**config.mk**
```make
export PLATFORM = sky130hd
export DESIGN_NAME = mem_port_arbiter
export DESIGN_NICKNAME = d
export VERILOG_FILES = /design/src/rtl/mem_port_arbiter.sv
export SDC_FILE = /design/constraint.sdc
export NUM_CORES = 1
export LEC_CHECK = 0
export CAP_MARGIN = 20
export CELL_PAD_IN_SITES_DETAIL_PLACEMENT = 1
export CELL_PAD_IN_SITES_GLOBAL_PLACEMENT = 1
export CORE_ASPECT_RATIO = 0.75
export CORE_MARGIN = 1
export CORE_UTILIZATION = 16
export CTS_BUF_LIST = sky130_fd_sc_hd__clkbuf_8
export CTS_CLUSTER_DIAMETER = 100
export DETAILED_ROUTE_END_ITERATION = 6
export PLACE_DENSITY_LB_ADDON = 0.1
export SLEW_MARGIN = 25
export SYNTH_ARGS = -nofsm -noshare
export SYNTH_HDL_FRONTEND = slang
export SYNTH_SLANG_ARGS = --single-unit
```
**constraint.sdc**
```tcl
create_clock -name clk -period 4.9 [get_ports clk]
set_input_delay 0.49 -clock clk [delete_from_list [all_inputs] [get_ports clk]]
set_output_delay 0.49 -clock clk [all_outputs]
set_load 0.05 [all_outputs]
```
**src/rtl/mem_port_arbiter.sv**
```systemverilog
// Arbitrates one single-ported memory between instruction fetch and the load/store port,
// tracking outstanding reads so each in-order response is routed back to its originator.
`timescale 1ns/1ps
module mem_port_arbiter #(
  parameter int ADDR_W     = 32,
  parameter int MAX_OUT    = 4,
  parameter int STARVE_LIM = 3
) (
  input  logic              clk,
  input  logic              rst,
  input  logic              if_req,
  input  logic [ADDR_W-1:0] if_addr,
  output logic              if_gnt,
  output logic              if_rvalid,
  output logic [31:0]       if_rdata,
  input  logic              d_req,
  input  logic              d_we,
  input  logic [ADDR_W-1:0] d_addr,
  input  logic [31:0]       d_wdata,
  input  logic [3:0]        d_be,
  output logic              d_gnt,
  output logic              d_rvalid,
  output logic [31:0]       d_rdata,
  output logic              mem_req,
  output logic              mem_we,
  output logic [ADDR_W-1:0] mem_addr,
  output logic [31:0]       mem_wdata,
  output logic [3:0]        mem_be,
  input  logic              mem_gnt,
  input  logic              mem_rvalid,
  input  logic [31:0]       mem_rdata
);

  localparam int PTR_W = $clog2(MAX_OUT);
  localparam int ST_W  = $clog2(STARVE_LIM + 1);

  typedef enum logic [1:0] {IDLE, BUSY, FULL} occ_e;

  logic [PTR_W:0]   cnt;
  logic [PTR_W-1:0] wr_ptr, rd_ptr;
  logic [MAX_OUT-1:0] tag_q;
  logic [ST_W-1:0]  starve_cnt;
  occ_e             occ;
  logic             open, sel_d, sel_if, push, pop, head;

  always_comb begin
    occ = IDLE;
    if (cnt == (PTR_W+1)'(MAX_OUT)) occ = FULL;
    else if (cnt != '0)             occ = BUSY;
  end

  // Fetch only overrides a pending data request once it has been denied STARVE_LIM cycles in a row.
  assign open   = !rst && (occ != FULL);
  assign sel_d  = open && d_req && !(if_req && (starve_cnt == ST_W'(STARVE_LIM)));
  assign sel_if = open && if_req && !sel_d;

  assign mem_req   = sel_d | sel_if;
  assign mem_we    = sel_d & d_we;
  assign mem_addr  = sel_d ? d_addr : (sel_if ? if_addr : '0);
  assign mem_wdata = sel_d ? d_wdata : '0;
  assign mem_be    = sel_d ? d_be : (sel_if ? 4'hF : 4'h0);

  assign if_gnt = sel_if & mem_gnt;
  assign d_gnt  = sel_d & mem_gnt;

  assign push = if_gnt | (d_gnt & ~d_we);
  assign pop  = !rst && mem_rvalid && (occ != IDLE);
  assign head = tag_q[rd_ptr];

  assign if_rvalid = pop & ~head;
  assign d_rvalid  = pop & head;
  assign if_rdata  = rst ? '0 : mem_rdata;
  assign d_rdata   = rst ? '0 : mem_rdata;

  always_ff @(posedge clk or posedge rst) begin
    if (rst) begin
      cnt        <= '0;
      wr_ptr     <= '0;
      rd_ptr     <= '0;
      starve_cnt <= '0;
    end else begin
      if (push) wr_ptr <= wr_ptr + 1'b1;
      if (pop)  rd_ptr <= rd_ptr + 1'b1;
      if (push && !pop)      cnt <= cnt + 1'b1;
      else if (!push && pop) cnt <= cnt - 1'b1;
      if (if_req && !if_gnt)
        starve_cnt <= (starve_cnt == ST_W'(STARVE_LIM)) ? starve_cnt : starve_cnt + 1'b1;
      else
        starve_cnt <= '0;
    end
  end

  // NOTE: tag storage has no reset; pointers and count alone decide which entries are live.
  always_ff @(posedge clk) begin
    if (push) tag_q[wr_ptr] <= d_gnt;
  end

  a_no_orphan_rsp: assert property (@(posedge clk) disable iff (rst) mem_rvalid |-> (cnt != '0))
    else $error("mem_rvalid arrived with no outstanding read");

endmodule

```
==> metrics.md, run 1 <==
| Metric | Value |
|---|---|
| Outcome | `completed` |
| CTS root buffer | `clkbuf_8` |
| Die footprint | `12,500 um2` |
| Logic pwr share | `75.6%` |
| Vias | `2,648` |
| Critical-path top delay cell | `clkdlybuf4s50_1` |
| Worst Max-Slew Pin Slew | `a little over 0.7 ns` |
| Switching fraction of total power | `a little over half` |
| Vias in the first global route | `2,682` |
| CTS tree | `done` |
| RR Startpoint | `starve_cnt[0]` |
| HP Class | `flip-flop to flip-flop` |
| Final min period | `3.53 ns` |
| Most used cell, CP | `clkdlybuf4s50_1` |
| Hold wc startpoint | `rd_ptr[1]` |
| Clock slew at reported path FFs | `roughly 0.060 ns` |
| RSZ-0062 raised after global routing | `false` |
| H-tree Lvls | `1` |
| Pre-antenna DRT Iters | `4` |
| Total CTS buffers | `3` |
| Clock tree buffer depth | `2` |
| Sequential Power Share | `16.2%` |
| P_int | `0.000562 W` |
| Peak VDD IR | `0.105 mV` |
| Commonest cells after routing, fill and taps aside | `276 x clkdlybuf4s50_1, 42 x nor2_1, 34 x and3_1` |
| Crit path launch | `rst` |
| Crit-path cells | `clkdlybuf4s50_1 -> inv_1 -> nand2_2 -> nor2_1 -> clkdlybuf4s50_1` |
| Vias per Instance | `4.12` |
| Initial antenna violation count | `0` |
| Total leakage power | `1.83 nW` |
| WS Path Type | `input pin to output port` |
| CP Buf/Inv Count | `3` |
| Primary FF master, synth | `dfrtp_1` |
| Post-synth EDFFs | `4` |
| Port-buffer cells | `276` |
| Crit-path max FO | `37` |
| Final setup fails | `0` |
| Syn_area_per_cell | `between 7 and 8 um2` |
| Most common cell after layout, fill and taps aside | `clkdlybuf4s50_1` |
| Final #Nets | `around 630` |
| DRC Markers | `0` |
| Antenna Cells | `0` |
| Post-CTS sizing | `0` |
| Global route overflow | `0` |
| Syn Inst Count | `around 250` |
| Total length of routed wires | `9610 um` |
| Hpwl dp | `7980 um` |
| Placer Congestion | `0.757` |
| Num rows | `34` |
| Hold Vio Cnt, Final | `0` |
| Async SR Flop Fraction | `69.2%` |
| Seq/Total Area, Yosys | `17.9%` |
| FMAX | `~0.28 GHz` |
| Yosys warns | `0` |
| Pwr/cell area | `257 nW/um2` |
| Share of cells above drive strength 1 | `3.95%` |
| Synth Cell Area | `1930 um2` |
| Clk_lat worst skew | `0.25 ns` |
| Worst path max stage delay | `0.84 ns` |
| Core area | `11,700 um2` |
| First-pass GRT wire length | `14,400 um` |
| CP Launch Type | `input pin` |
| Clock Skews | `0.00142 ns` |
| Die H | `97.1 um` |
| Clock sinks | `13` |
| Setup TNS | `0 ns` |
| Crit share post-route | `approximately 72%` |
| Seq cells post-synth | `13` |
| Netlist cell types | `36` |
| ANT nets after route | `0` |
| Syn Nets | `a little under 400` |
| Max-cap violation count | `0` |
| # IOs | `277` |
| Crit path DAT | `3.04 ns` |
| CTS Hold Bufs | `0` |
| P_sw | `a little over 0.0006 W` |
| Die Wd | `around 130 um` |
| Clock power share | `under 10%` |
| Pwr Total | `0.00118 W` |
| GRT Total Usage | `14.4%` |
| Crit end category | `output port` |
| Slew Limit Fails | `0` |
| Initial DRC Count | `81` |
| CP delay by family, top | `buffers and inverters` |
| Largest net degree at the start of global routing | `71` |
| Number of setup buffers added after CTS | `0` |
| Area grow syn2layout | `139%` |
| Normalized max-slew margin | `between 50% and 60%` |
| Initial core utilization | `between 15 and 20%` |
| Routed len/inst | `15.0 um` |
| Worst endpoint required time | `4.41 ns` |
-- routing by layer --
metal / GRT usage, % / wire length (um) / vias up
li1: - / - / 1285
met2: 28.1 / 5120 / 127
met3: 3.96 / 892 / 8
met5: 0 / 0 / -
met4: 2.26 / 65 / 0
met1: 15.3 / 3530 / 1228
-- cell usage after synthesis (2+ instances only) --
cell       n  area share (%)
buf_4     32              12
nor2b_1   32              10
nor2_1    42             8.2
ha_1       6             3.9
and2_2     4             1.6
buf_6      3             1.7
and3_1    34              11
xor2_1     3             1.4
edfxtp_1   4             6.2
inv_1      5            0.97
a21oi_1    5             1.3
buf_2      5             1.3
dfrtp_1    9              12
a22oi_1   32              12
clkbuf_1  10             1.9
xnor2_1    4             1.8
nand2_1    2            0.39
-- kinds of logic after synthesis --
group | Yosys count | synth area share [%]
AOI/OAI and AO/OA | 42 | 17.0
DFF | 13 | 17.9
adders and majority gates | 7 | 4.93
xor gates and xnor gates | 7 | 3.18
muxes | 4 | 3.05
and+or+nand+nor | 121 | 34.7
buffers and inverters | 57 | 19.3
-- layout make-up --
type | count | area, um2
multi-input combinational | 181 | 1220
inverter | 5 | 18.8
timing repair buffer | 278 | 2780
tap | 162 | 203
fill | 1395 | 7050
clock buffer | 3 | 41.3
clock inverter | 1 | 3.75
sequential | 13 | 345
-- stage by stage --
stage | cell area (um2) | setup slack (ns) | cells | hold slack, ns | util, %
6_report | 4610 | 1.37 | 643 | 0.509 | 39.5
5_1_grt | 4610 | 1.07 | 643 | 0.521 | 39.5
4_1_cts | 4610 | 1.25 | 643 | 0.518 | 39.5
3_5_place_dp | 4560 | 1.25 | 639 | 0.502 | 39.2
3_3_place_gp | 4560 | 1.36 | 639 | 0.491 | 39.2
2_1_floorplan | 1930 | 2.51 | 251 | 0.341 | -
-- worst register-to-register path, cell delays in order (launching register included) --
cell      delay (ns)
dfrtp_1         0.38
ha_1            0.31
nand2b_4        0.18
and2_4          0.42
o211a_4         0.28
ha_1            0.20
inv_1           0.06
fa_1            0.37
xor2_1          0.15
nor2_1          0.12
xor2_1          0.15
-- path summary, 6_finish.rpt --
kind	end	slack [ns]	cells past startpoint
max reg2reg	cnt[2]	2.20	10
min in group asynchronous	wr_ptr[1]	0.74	2
max	mem_addr[1]	1.37	5
min reg2reg	rd_ptr[1]	0.51	1
min	rd_ptr[1]	0.51	1
max in group asynchronous	cnt[0]	3.87	2
-- state kept, by name, indices dropped and copies added (netlist names) --
signal      count
tag_q           4
starve_cnt      2
cnt             3
rd_ptr          2
wr_ptr          2
-- power groups by stage --
| stage | clock, W | combinational (W) | sequential [W] |
|---|---|---|---|
| floorplan | 0 | 0.000590 | 0.000182 |
| finish | 0.0000973 | 0.000894 | 0.000192 |
| global placement | 0 | 0.000894 | 0.000193 |
| CTS | 0.000102 | 0.000907 | 0.000193 |
| detailed placement | 0 | 0.000906 | 0.000193 |
| global route | 0.000105 | 0.000951 | 0.000200 |
(Power assumes the default switching activity.)
==> inputs of run 2 (changes only) <==
Settings changed: CORE_UTILIZATION 16 to 13.
Clock period 4.9 ns to 3 ns, I/O delays scaled along.
==> metrics.md, run 2 (same netlist as run 1, synthesis figures left out) <==
| Metric | Value |
|---|---|
| GRT Total Usage | `11.1%` |
| Worst Reg2Reg Path Length in Cells | `8` |
| Post-CTS sizing | `0` |
| Share of cells above drive strength 1 | `between 30% and 40%` |
| Worst endpoint required time | `2.70 ns` |
| Port-buffer cells | `276` |
| Outcome | `completed` |
| Worst Hold Path EP | `rd_ptr[1]` |
| Hold depth | `1` |
| Crit-path max FO | `37` |
| Clock tree buffer depth | `2` |
| Initial antenna violation count | `0` |
| Normalized max-slew margin | `65.6%` |
| WS Path Type | `flip-flop to output port` |
| Wl on met1 | `approximately 3400 um` |
| Clock slew at reported path FFs | `0.06 ns` |
| Most common cell after layout, fill and taps aside | `clkdlybuf4s50_1` |
| Routed length on met3 | `928 um` |
| Slew Limit Fails | `0` |
| Pwr/cell area | `419 nW/um2` |
| Num rows | `38` |
| Vias | `about 2,700` |
| CTS Hold Bufs | `0` |
| Routed len/inst | `13.6 um` |
| Final #Nets | `633` |
| Hold Vio Cnt, Final | `0` |
| Peak VDD IR | `0.238 mV` |
| Clk_lat worst skew | `0.24 ns` |
| Crit share post-route | `a little under nine tenths` |
| HP Class | `flip-flop to flip-flop` |
| Antenna Cells | `0` |
| Die H | `108 um` |
| Pre-antenna DRT Iters | `4` |
| Hold wc startpoint | `rd_ptr[1]` |
| Hpwl dp | `7900 um` |
| Largest register FFs | `4` |
| Top sig layer | `met4` |
| Total leakage power | `2.20 nW` |
| FMAX | `0.392 GHz` |
| Core area | `between 10,000 and 15,000 um2` |
| First-pass GRT wire length | `13,600 um` |
| Total CTS buffers | `3` |
| Area grow syn2layout | `151%` |
| H-tree Lvls | `1` |
| RR Startpoint | `starve_cnt[0]` |
| Final setup fails | `0` |
| Final min period | `~2.6 ns` |
| Filler cells | `1,697` |
| Setup TNS | `0 ns` |
| Commonest cells after routing, fill and taps aside | `138 x clkdlybuf4s50_1, 106 x buf_4, 42 x nor2_1` |
| Vias per Instance | `3.87` |
| Max-cap violation count | `0` |
| Largest net degree at the start of global routing | `51` |
| Initial DRC Count | `45` |
| R2R Setup Slk | `0.60 ns` |
| Initial core utilization | `13.3%` |
| Largest Register | `tag_q` |
| Die Wd | `143 um` |
| ANT nets after route | `0` |
| CTS tree | `done` |
| Die footprint | `15,300 um2` |
| CTS root buffer | `clkbuf_8` |
| CP Launch Type | `flip-flop` |
| RSZ-0062 raised after global routing | `false` |
| Clock sinks | `13` |
| Vias in the first global route | `around 2,700` |
| Total length of routed wires | `9300 um` |
| Pwr Total | `0.00203 W` |
| Met2 routed WL | `just under 5000 um` |
| Number of setup buffers added after CTS | `0` |
| Global route overflow | `0` |
| Clock Skews | `0.00341 ns` |
| Placer Congestion | `0.709` |
| Crit path DAT | `~2.3 ns` |
| DRC Markers | `0` |
| Crit end category | `output port` |
| Largest registers | `tag_q x4, cnt x3` |
| # IOs | `277` |
| Worst Max-Slew Pin Slew | `about 0.52 ns` |
| Reg-to-Reg End | `cnt[1]` |
-- run 2: changes by cell type in the layout (fill, tap and decap cells not counted) --
cell / delta
clkdlybuf4s50_1: -138
buf_12: +39
buf_4: +104
-- run 2: through the flow --
stage          setup slack [ns]  cells  hold slack [ns]  area [um2]  utilization, %
2_1_floorplan             0.737    251            0.151        1930               -
3_3_place_gp              0.564    682            0.477        4790            33.0
3_5_place_dp              0.500    682            0.482        4790            33.0
4_1_cts                   0.411    686            0.496        4840            33.4
5_1_grt                   0.334    686            0.535        4840            33.4
6_report                  0.450    686            0.488        4840            33.4
-- run 2: routing by layer --
| layer | track usage, % | up-vias |
|---|---|---|
| li1 | - | 1297 |
| met1 | 11.6 | 1226 |
| met2 | 21.9 | 125 |
| met3 | 3.65 | 4 |
| met4 | 0.998 | 0 |
| met5 | 0 | - |
-- run 2: layout make-up --
class | count | area, um2 | area share, %
Clock buffer | 3 | 41.3 | 0.854
Clock inverter | 1 | 3.75 | 0.0776
Inverter | 5 | 18.8 | 0.388
Multi-Input combinational cell | 181 | 1220 | 25.2
Sequential cell | 13 | 345 | 7.14
Tap cell | 200 | 250 | 5.17
Timing Repair Buffer | 283 | 2960 | 61.1
-- run 2: critical path, cell delays in order, from the launching register on --
cell	delay [ns]
dfrtp_1	0.39
ha_1	0.33
nand2b_4	0.19
and2_4	0.15
buf_4	0.36
a22oi_1	0.16
nor2_1	0.23
buf_12	0.17
-- run 2: worst max path at each step --
stage                   from           to  slack [ns]
2_1_floorplan  starve_cnt[0]       cnt[1]        0.74
3_3_place_gp           d_req       cnt[1]        0.56
3_5_place_dp           d_req       cnt[1]        0.50
4_1_cts        starve_cnt[0]  mem_addr[7]        0.41
5_1_grt        starve_cnt[0]  mem_addr[7]        0.33
6_report       starve_cnt[0]  mem_addr[7]        0.45
-- run 2: where the power goes --
group          leakage, nW  total [W]  switching [W]  internal [W]
Sequential           0.145   0.000309      0.0000663      0.000243
Combinational         2.03    0.00157       0.000908      0.000659
Clock               0.0269   0.000153      0.0000626     0.0000903
Total                 2.20    0.00203        0.00104      0.000992
==> inputs of run 3 (changes only) <==
Settings changed: CORE_ASPECT_RATIO 0.75 to 0.6.
==> metrics.md, run 3 (same netlist as run 1, synthesis figures left out) <==
| Metric | Value |
|---|---|
| Worst Max-Slew Pin Slew | `0.399 ns` |
| Initial DRC Count | `76` |
| FMAX | `between 0.4 and 0.5 GHz` |
| Share of cells above drive strength 1 | `between 30% and 40%` |
| Commonest cells after routing, fill and taps aside | `138 x clkdlybuf4s50_1, 105 x buf_4, 42 x nor2_1` |
| Setup ws final | `0.517 ns` |
| Top sig layer | `met4` |
| Wl on met1 | `3920 um` |
| Total CTS buffers | `3` |
| Outcome | `completed` |
| Max-cap violation count | `0` |
| Largest Register | `tag_q` |
| CP Launch Type | `flip-flop` |
| H-tree Lvls | `1` |
| Number of setup buffers added after CTS | `0` |
| # IOs | `between 200 and 300` |
| Worst endpoint required time | `~2.7 ns` |
| Normalized max-slew margin | `73.4%` |
| Hpwl dp | `8060 um` |
| Clock tree buffer depth | `2` |
| Core area | `14,500 um2` |
| Vias in the first global route | `around 2,700` |
| RSZ-0062 raised after global routing | `false` |
| Die footprint | `15,400 um2` |
| Pre-antenna DRT Iters | `4` |
| Clk_lat worst skew | `about 0.24 ns` |
| Worst Reg2Reg Path Length in Cells | `8` |
| Port-buffer cells | `276` |
| Final non-filler cell total | `684` |
| Largest register FFs | `4` |
| Post-CTS sizing | `0` |
| Hold Vio Cnt, Final | `0` |
| Crit path DAT | `about 2.2 ns` |
| ANT nets after route | `0` |
| Vias per Instance | `3.84` |
| Pwr Total | `0.00205 W` |
| WS Path Type | `flip-flop to output port` |
| Vias | `roughly 2,600` |
| Largest registers | `tag_q x4, cnt x3` |
| Crit end category | `output port` |
| HP Class | `flip-flop to flip-flop` |
| Antenna Cells | `0` |
| Final setup fails | `0` |
| Largest net degree at the start of global routing | `70` |
| Final min period | `2.48 ns` |
| GRT Total Usage | `11.6%` |
| Slew Limit Fails | `0` |
| Filler cells | `1,690` |
| CTS Hold Bufs | `0` |
| Pwr/cell area | `around 420 nW/um2` |
| Final #Nets | `633` |
| Clock Skews | `0.000439 ns` |
| Total length of routed wires | `between 9000 and 10,000 um` |
| Placed cell count | `roughly 700` |
| Met2 routed WL | `4730 um` |
| Routed length on met3 | `835 um` |
| Crit-path max FO | `37` |
| CTS root buffer | `clkbuf_8` |
| Layout Utilization | `33.4%` |
| First-pass GRT wire length | `14,200 um` |
| Clock slew at reported path FFs | `0.06 ns` |
| Placer Congestion | `0.818` |
| Crit share post-route | `82.8%` |
| Die Wd | `159 um` |
| Global route overflow | `0` |
| Initial core utilization | `13.3%` |
| Clock sinks | `13` |
| Initial antenna violation count | `0` |
| Num rows | `34` |
| Routed len/inst | `14.0 um` |
| DRC Markers | `0` |
| Total leakage power | `between 2 and 2.5 nW` |
| Worst slack at placement | `0.521 ns` |
| Hold depth | `1` |
| Peak VDD IR | `0.155 mV` |
| Most common cell after layout, fill and taps aside | `clkdlybuf4s50_1` |
| Setup TNS | `0 ns` |
| Die H | `96.4 um` |
| CTS tree | `done` |
| Area grow syn2layout | `151%` |
run 3: critical path: stages, from the launching register on:
cell,delay [ns]
dfrtp_1,0.38
ha_1,0.32
nand2b_4,0.19
and2_4,0.15
buf_4,0.35
a22oi_1,0.15
nor2_1,0.20
buf_12,0.17
run 3: final cells by class:
type | instances | area (um2) | share of cell area, %
well taps | 198 | 248 | 5.11
flip-flops and latches | 13 | 345 | 7.12
inverters | 5 | 18.8 | 0.387
repair buffers | 283 | 2970 | 61.3
clock buffers | 3 | 41.3 | 0.852
multi-input cells | 181 | 1220 | 25.2
clock inverters | 1 | 3.75 | 0.0774
run 3: routing by layer:
metal,vias to the layer above,GRT usage (%)
met3,8,4.10
met1,1198,13.7
met5,-,0
met4,0,1.92
li1,1294,-
met2,125,20.7
run 3: report_power, final:
part	internal (W)	switching [W]	leakage (nW)
clock network	0.0000903	0.0000619	0.0269
logic	0.000666	0.000919	2.03
registers	0.000243	0.0000662	0.145
total	0.000999	0.00105	2.21
run 3: worst paths after layout:
check | from | endpoint | slack [ns]
worst max-delay path | starve_cnt[0] | mem_addr[9] | 0.52
worst min-delay path | rd_ptr[1] | rd_ptr[1] | 0.49
worst max register to register | starve_cnt[0] | cnt[1] | 0.60
worst min register to register | rd_ptr[1] | rd_ptr[1] | 0.49
max in group asynchronous | rst | starve_cnt[1] | 2.31
min in group asynchronous | rst | rd_ptr[0] | 0.54
run 3: metrics by stage:
stage | hold WS (ns) | instance area, um2
after global placement | 0.490 | 4800
after global routing | 0.539 | 4850
final | 0.492 | 4850
after floorplan | 0.151 | 1930
after detailed placement | 0.494 | 4800
after CTS | 0.505 | 4850
